--- config.mk ---
export PLATFORM = sky130hd
export DESIGN_NAME = lbm_phase_sched
export DESIGN_NICKNAME = d
export VERILOG_FILES = /design/src/rtl/lbm_phase_sched.sv
export SDC_FILE = /design/constraint.sdc
export NUM_CORES = 1
export LEC_CHECK = 0
export ABC_AREA = 1
export CAP_MARGIN = 0
export CORE_UTILIZATION = 50
export CTS_CLUSTER_SIZE = 14
export DETAILED_ROUTE_END_ITERATION = 16
export PLACE_DENSITY = 0.74
export SLEW_MARGIN = 0
export SYNTH_ARGS = -nofsm -noshare
export SYNTH_HDL_FRONTEND = slang
export SYNTH_SLANG_ARGS = --single-unit
--- constraint.sdc ---
create_clock -name Clk -period 5 [get_ports Clk]
set_input_delay 1.5 -clock Clk [delete_from_list [all_inputs] [get_ports Clk]]
set_output_delay 1.5 -clock Clk [all_outputs]
set_load 0.05 [all_outputs]
--- src/rtl/lbm_phase_sched.sv ---
// lbm_phase_sched: LBM timestep sequencer driving collide, stream and boundary sweeps.
// Optional abort path is built when LBM_SCHED_ABORT_EN is defined.
module lbm_phase_sched #(
  parameter int GRID_W        = 16,
  parameter int GRID_DIM      = GRID_W * GRID_W,
  parameter int ADDRESS_WIDTH = $clog2(GRID_DIM),
  parameter int MEM_LATENCY   = 2,
  parameter int STEP_WIDTH    = 16
) (
  input  logic                     Clk,
  input  logic                     Reset,
  input  logic                     Start,
  input  logic [STEP_WIDTH-1:0]    Num_steps,
  input  logic                     Stall,
`ifdef LBM_SCHED_ABORT_EN
  input  logic                     Abort,
`endif
  output logic [ADDRESS_WIDTH-1:0] address,
  output logic                     addr_valid,
  output logic [1:0]               phase,
  output logic                     bank_sel,
  output logic                     busy,
  output logic                     done,
  output logic [STEP_WIDTH-1:0]    step_count
);

  localparam int XW = $clog2(GRID_W);
  localparam int CW = $clog2(MEM_LATENCY + 1);

  localparam logic [XW-1:0] X_MAX = XW'(GRID_W - 1);
  localparam logic [XW-1:0] X_ONE = XW'(1);
  localparam logic [ADDRESS_WIDTH-1:0] A_LAST = ADDRESS_WIDTH'(GRID_DIM - 1);
  localparam logic [ADDRESS_WIDTH-1:0] A_JUMP = ADDRESS_WIDTH'(GRID_W - 1);
  localparam logic [ADDRESS_WIDTH-1:0] A_ONE  = ADDRESS_WIDTH'(1);
  localparam logic [CW-1:0] C_LOAD = CW'(MEM_LATENCY);
  localparam logic [CW-1:0] C_ONE  = CW'(1);
  localparam logic [STEP_WIDTH-1:0] S_ONE = STEP_WIDTH'(1);

  localparam logic [1:0] PH_IDLE = 2'd0;
  localparam logic [1:0] PH_COL  = 2'd1;
  localparam logic [1:0] PH_STR  = 2'd2;
  localparam logic [1:0] PH_BC   = 2'd3;

  typedef enum logic [2:0] {
    S_IDLE,
    S_COLLIDE,
    S_STREAM,
    S_BC,
    S_DRAIN
  } state_t;

  state_t                   state, state_n;
  logic [XW-1:0]            x, x_n;
  logic [XW-1:0]            y, y_n;
  logic [ADDRESS_WIDTH-1:0] address_n;
  logic [1:0]               phase_n;
  logic                     bank_n;
  logic                     busy_n;
  logic                     done_n;
  logic [STEP_WIDTH-1:0]    step_n;
  logic [STEP_WIDTH-1:0]    step_inc;
  logic [CW-1:0]            cnt, cnt_n;
  logic [STEP_WIDTH-1:0]    target, target_n;
`ifdef LBM_SCHED_ABORT_EN
  logic                     abort_q, abort_n;
`endif

  logic sweep;
  logic last;
  logic edge_row;
  logic jump;
  logic wrap;

  assign sweep = (state == S_COLLIDE) || (state == S_STREAM) ||
                 (state == S_BC);
  assign addr_valid = sweep && !Stall;

  assign last     = (address == A_LAST);
  assign edge_row = (y == '0) || (y == X_MAX);
  // Interior rows of the BC sweep skip straight from the left to the right edge.
  assign jump     = (state == S_BC) && !edge_row && (x == '0);
  assign wrap     = (x == X_MAX);
  assign step_inc = step_count + S_ONE;

  always_comb begin
    state_n   = state;
    x_n       = x;
    y_n       = y;
    address_n = address;
    phase_n   = phase;
    bank_n    = bank_sel;
    busy_n    = busy;
    done_n    = 1'b0;
    step_n    = step_count;
    cnt_n     = cnt;
    target_n  = target;
`ifdef LBM_SCHED_ABORT_EN
    abort_n   = abort_q;
`endif
    unique case (state)
      S_IDLE: begin
        address_n = '0;
        if (Start) begin
          if (Num_steps != '0) begin
            target_n  = Num_steps;
            step_n    = '0;
            x_n       = '0;
            y_n       = '0;
            busy_n    = 1'b1;
            phase_n   = PH_COL;
            state_n   = S_COLLIDE;
          end else begin
            done_n = 1'b1;
          end
        end
      end
      S_COLLIDE, S_STREAM, S_BC: begin
        if (!Stall) begin
          if (last) begin
            state_n = S_DRAIN;
            cnt_n   = C_LOAD;
          end else if (jump) begin
            x_n       = X_MAX;
            address_n = address + A_JUMP;
          end else if (wrap) begin
            x_n       = '0;
            y_n       = y + X_ONE;
            address_n = address + A_ONE;
          end else begin
            x_n       = x + X_ONE;
            address_n = address + A_ONE;
          end
        end
      end
      S_DRAIN: begin
        if (cnt == C_ONE) begin
          x_n       = '0;
          y_n       = '0;
          address_n = '0;
          unique case (phase)
            PH_COL: begin
              state_n = S_STREAM;
              phase_n = PH_STR;
            end
            PH_STR: begin
              state_n = S_BC;
              phase_n = PH_BC;
            end
            default: begin
              bank_n = ~bank_sel;
              step_n = step_inc;
              if (step_inc == target) begin
                state_n = S_IDLE;
                phase_n = PH_IDLE;
                busy_n  = 1'b0;
                done_n  = 1'b1;
              end else begin
                state_n = S_COLLIDE;
                phase_n = PH_COL;
              end
            end
          endcase
`ifdef LBM_SCHED_ABORT_EN
          // An aborted step leaves the bank and step count untouched.
          if (abort_q) begin
            state_n = S_IDLE;
            phase_n = PH_IDLE;
            busy_n  = 1'b0;
            done_n  = 1'b0;
            bank_n  = bank_sel;
            step_n  = step_count;
            abort_n = 1'b0;
          end
`endif
        end else begin
          cnt_n = cnt - C_ONE;
        end
      end
      default: begin
        state_n = S_IDLE;
      end
    endcase
`ifdef LBM_SCHED_ABORT_EN
    if (Abort && (state != S_IDLE)) begin
      state_n   = S_DRAIN;
      cnt_n     = C_LOAD;
      abort_n   = 1'b1;
      x_n       = x;
      y_n       = y;
      address_n = address;
      phase_n   = phase;
      bank_n    = bank_sel;
      step_n    = step_count;
      busy_n    = busy;
      done_n    = 1'b0;
    end
`endif
  end

  always_ff @(posedge Clk or posedge Reset) begin
    if (Reset) begin
      state      <= S_IDLE;
      x          <= '0;
      y          <= '0;
      address    <= '0;
      phase      <= PH_IDLE;
      bank_sel   <= 1'b0;
      busy       <= 1'b0;
      done       <= 1'b0;
      step_count <= '0;
      cnt        <= '0;
      target     <= '0;
`ifdef LBM_SCHED_ABORT_EN
      abort_q    <= 1'b0;
`endif
    end else begin
      state      <= state_n;
      x          <= x_n;
      y          <= y_n;
      address    <= address_n;
      phase      <= phase_n;
      bank_sel   <= bank_n;
      busy       <= busy_n;
      done       <= done_n;
      step_count <= step_n;
      cnt        <= cnt_n;
      target     <= target_n;
`ifdef LBM_SCHED_ABORT_EN
      abort_q    <= abort_n;
`endif
    end
  end

endmodule

==> metrics.txt <==
status complete, no violations; syn_area_per_cell 7.371 µm²; CP Capture Point addr_valid; global-route wire length before repair 14710 µm; period utilization 88.27%; H-tree levels 3; initial core utilization 53.05%; Vias/cell 5.482; area post-placement 4041 µm²; Sink Count 58; Worst-path clk slew 0.07 ns; top_reg_cell synth dfrtp_1; CTS tree built; antenna-violating nets left 0; Max Buffers Root-to-Sink 2; start of the worst register-to-register path y[0]$_DFFE_PP0P_; critical path arrival 2.91 ns; number of synthesized flops with an enable pin 0; DRC 0; Routed wire per std cell 14.40 µm; routed wl met2 4323 µm; PnR worst setup slack 0.5866 ns; CTS Hold Buffers Added 0; IO Count 50; worst-margin pin slew 0.9700 ns; mapped cell area 3465 µm²; Setup Crit Path Kind in2out; Root Buffer clkbuf_8; final wirelength 8755 µm; Met3 Wirelength 497 µm; crit start category primary input; register-to-register setup slack 1.98 ns; Psw 397.9 µW; Num CTS Buffers 9; final hold violation count 0; Worst Hold Depth 1; Async SR Flop Fraction 100.0%; Clk pwr share 40.8%; Syn Inst Count 470; Slew headroom 34.84%; cts repair resizes 0; DP Wirelength 6334 µm; Req. time, crit path 3.50 ns; GRT Total Usage 26.14%; number of global-route vias before repair 3244; setup TNS 0 ns; Period minus WS final 4.413 ns; PortBufs 49; Core ar. 6531 µm²; initial DRC count 271; CP max FO 2; largest net degree at the start of global routing 35; P per Cell Area 315.5 nW/µm²; Congestion Overflow GR 0; Die Width 85.24 µm; clk_lat worst skew 0.34 ns; clock skew 0.007562 ns; Net Count, Synth 501; Synth Register Bits 58; dpl ws 0.5899 ns; RePlAce Congestion 0.8785; Leak 1.959 nW; sequential fraction of design power 40.2%; Final setup viols 0; Max Cap Viol 0; HP Class reg2reg; # diodes 0; layout net count 557; Logic pwr share 19.0%; CP Launch Point Stall; CP Capture Type primary output; row count 29; DRT Pass-1 Iters 6; top layer in use met4; initial antenna violation count 0; via count 3333; sequential area share after synthesis 41.89%; RR Endpoint address[7]$_DFFE_PP0P_; P_int 956.7 µW; RSZ-0062 raised after global routing no; Syn. warnings 0; reg2reg path depth 12; worst vdd ir 0.0002025 V; Die Height 85.24 µm; Post-CTS Setup Inserts 0; Finished Cell Area 4293 µm²; wl on met1 3779 µm; Layout Utilization 65.73%; sw frac 29.37%; Max Freq 226.6 MHz; layout cell share with drive strength beyond 1 6.968%; die area 7266 µm²; synthesis-to-finish area growth 23.91%; Synth cell types 36; number of max-slew violations in the final report 0
-- synthesized netlist by cell type (4+ instances only) --
cell / number / area share, %
nand2_1: 121 / 13
inv_1: 68 / 7.4
dfrtp_1: 58 / 42
nand3_1: 54 / 7.8
o21ai_0: 39 / 5.6
nor2_1: 34 / 3.7
nand4_1: 18 / 3.3
ha_1: 10 / 3.6
o21ai_1: 7 / 1.0
a21oi_1: 6 / 0.87
o22ai_1: 6 / 1.1
nor2_2: 5 / 0.90
clkbuf_1: 4 / 0.43
nor2_4: 4 / 1.3
nor3_1: 4 / 0.58
nor4_1: 4 / 0.72
o211ai_1: 4 / 0.87
-- critical path: stages --
cell,delay [ns]
clkdlybuf4s50_1,0.43
nor2_1,0.16
clkdlybuf4s50_1,0.82
-- state kept, by name (all words and copies together), names as in the netlist --
register and flops:
step_count 16, target 16, address 8, x 4
y 4, state 3, cnt 2, phase 2
bank_sel 1, busy 1, done 1
-- layout by cell type, fill, tap and decap left out, types with 3 or more instances in the layout --
master,netlist,routed
nand2_1,121,121
inv_1,68,67
dfrtp_1,58,58
nand3_1,54,54
clkdlybuf4s50_1,0,49
o21ai_0,39,39
nor2_1,34,34
nand4_1,18,18
clkbuf_8,0,11
ha_1,10,10
o21ai_1,7,7
o22ai_1,6,6
a21oi_1,6,6
nor2_2,5,5
nor4_1,4,4
nor2_4,4,4
nor3_1,4,4
o211ai_1,4,4
xor2_1,3,3
bufinv_16,0,3
buf_4,1,3
-- power by group through the flow --
stage / Sequential, mW / Combinational (mW) / Clock [mW]
floorplan: 0.612 / 0.105 / 0
global placement: 0.551 / 0.251 / 0
detailed placement: 0.551 / 0.260 / 0
CTS: 0.544 / 0.261 / 0.558
global route: 0.549 / 0.284 / 0.582
finish: 0.544 / 0.258 / 0.553
-- layout make-up --
class | instances | area, µm²
multi-input cells | 335 | 1718
well taps | 77 | 96.34
flip-flops and latches | 58 | 1451
repair buffers | 52 | 513.0
clock inverters | 5 | 100.1
clock buffers | 11 | 151.4
fillers | 566 | 2238
inverters | 70 | 262.8
-- worst min-delay path by stage --
stage | startpoint | endpoint | slack, ns
4_1_cts | bank_sel$_DFFE_PP0P_ | bank_sel$_DFFE_PP0P_ | 0.47
3_3_place_gp | bank_sel$_DFFE_PP0P_ | bank_sel$_DFFE_PP0P_ | 0.46
5_1_grt | bank_sel$_DFFE_PP0P_ | bank_sel$_DFFE_PP0P_ | 0.49
2_1_floorplan | cnt[1]$_DFFE_PP0P_ | cnt[1]$_DFFE_PP0P_ | 0.51
6_report | bank_sel$_DFFE_PP0P_ | bank_sel$_DFFE_PP0P_ | 0.46
3_5_place_dp | bank_sel$_DFFE_PP0P_ | bank_sel$_DFFE_PP0P_ | 0.46
-- logic make-up (layout without fill, tap and decap cells) --
| logic type | count (synthesis) | count (layout) | synth area share, % |
|---|---|---|---|
| simple gates | 252 | 252 | 33.37 |
| buf+inv | 77 | 138 | 8.523 |
| compound gates | 66 | 66 | 10.44 |
| flops | 58 | 58 | 41.89 |
| fa+ha+maj | 11 | 11 | 4.189 |
| xor+xnor | 5 | 5 | 1.264 |
| mux | 1 | 1 | 0.3250 |
-- metal layers --
metal | track usage, % | vias up
li1 | - | 1662
met2 | 44.28 | 106
met5 | 0 | -
met1 | 32.50 | 1545
met4 | 11.40 | 0
met3 | 5.156 | 20
-- through the flow --
stage | std cells | power (mW) | hold slack, ns
after floorplan | 470 | 0.7166 | 0.5075
after global placement | 592 | 0.8023 | 0.4561
after detailed placement | 592 | 0.8111 | 0.4554
after CTS | 608 | 1.363 | 0.4693
after global routing | 608 | 1.416 | 0.4895
final | 608 | 1.355 | 0.4649
Note: power is estimated with default switching activity, not from simulation.
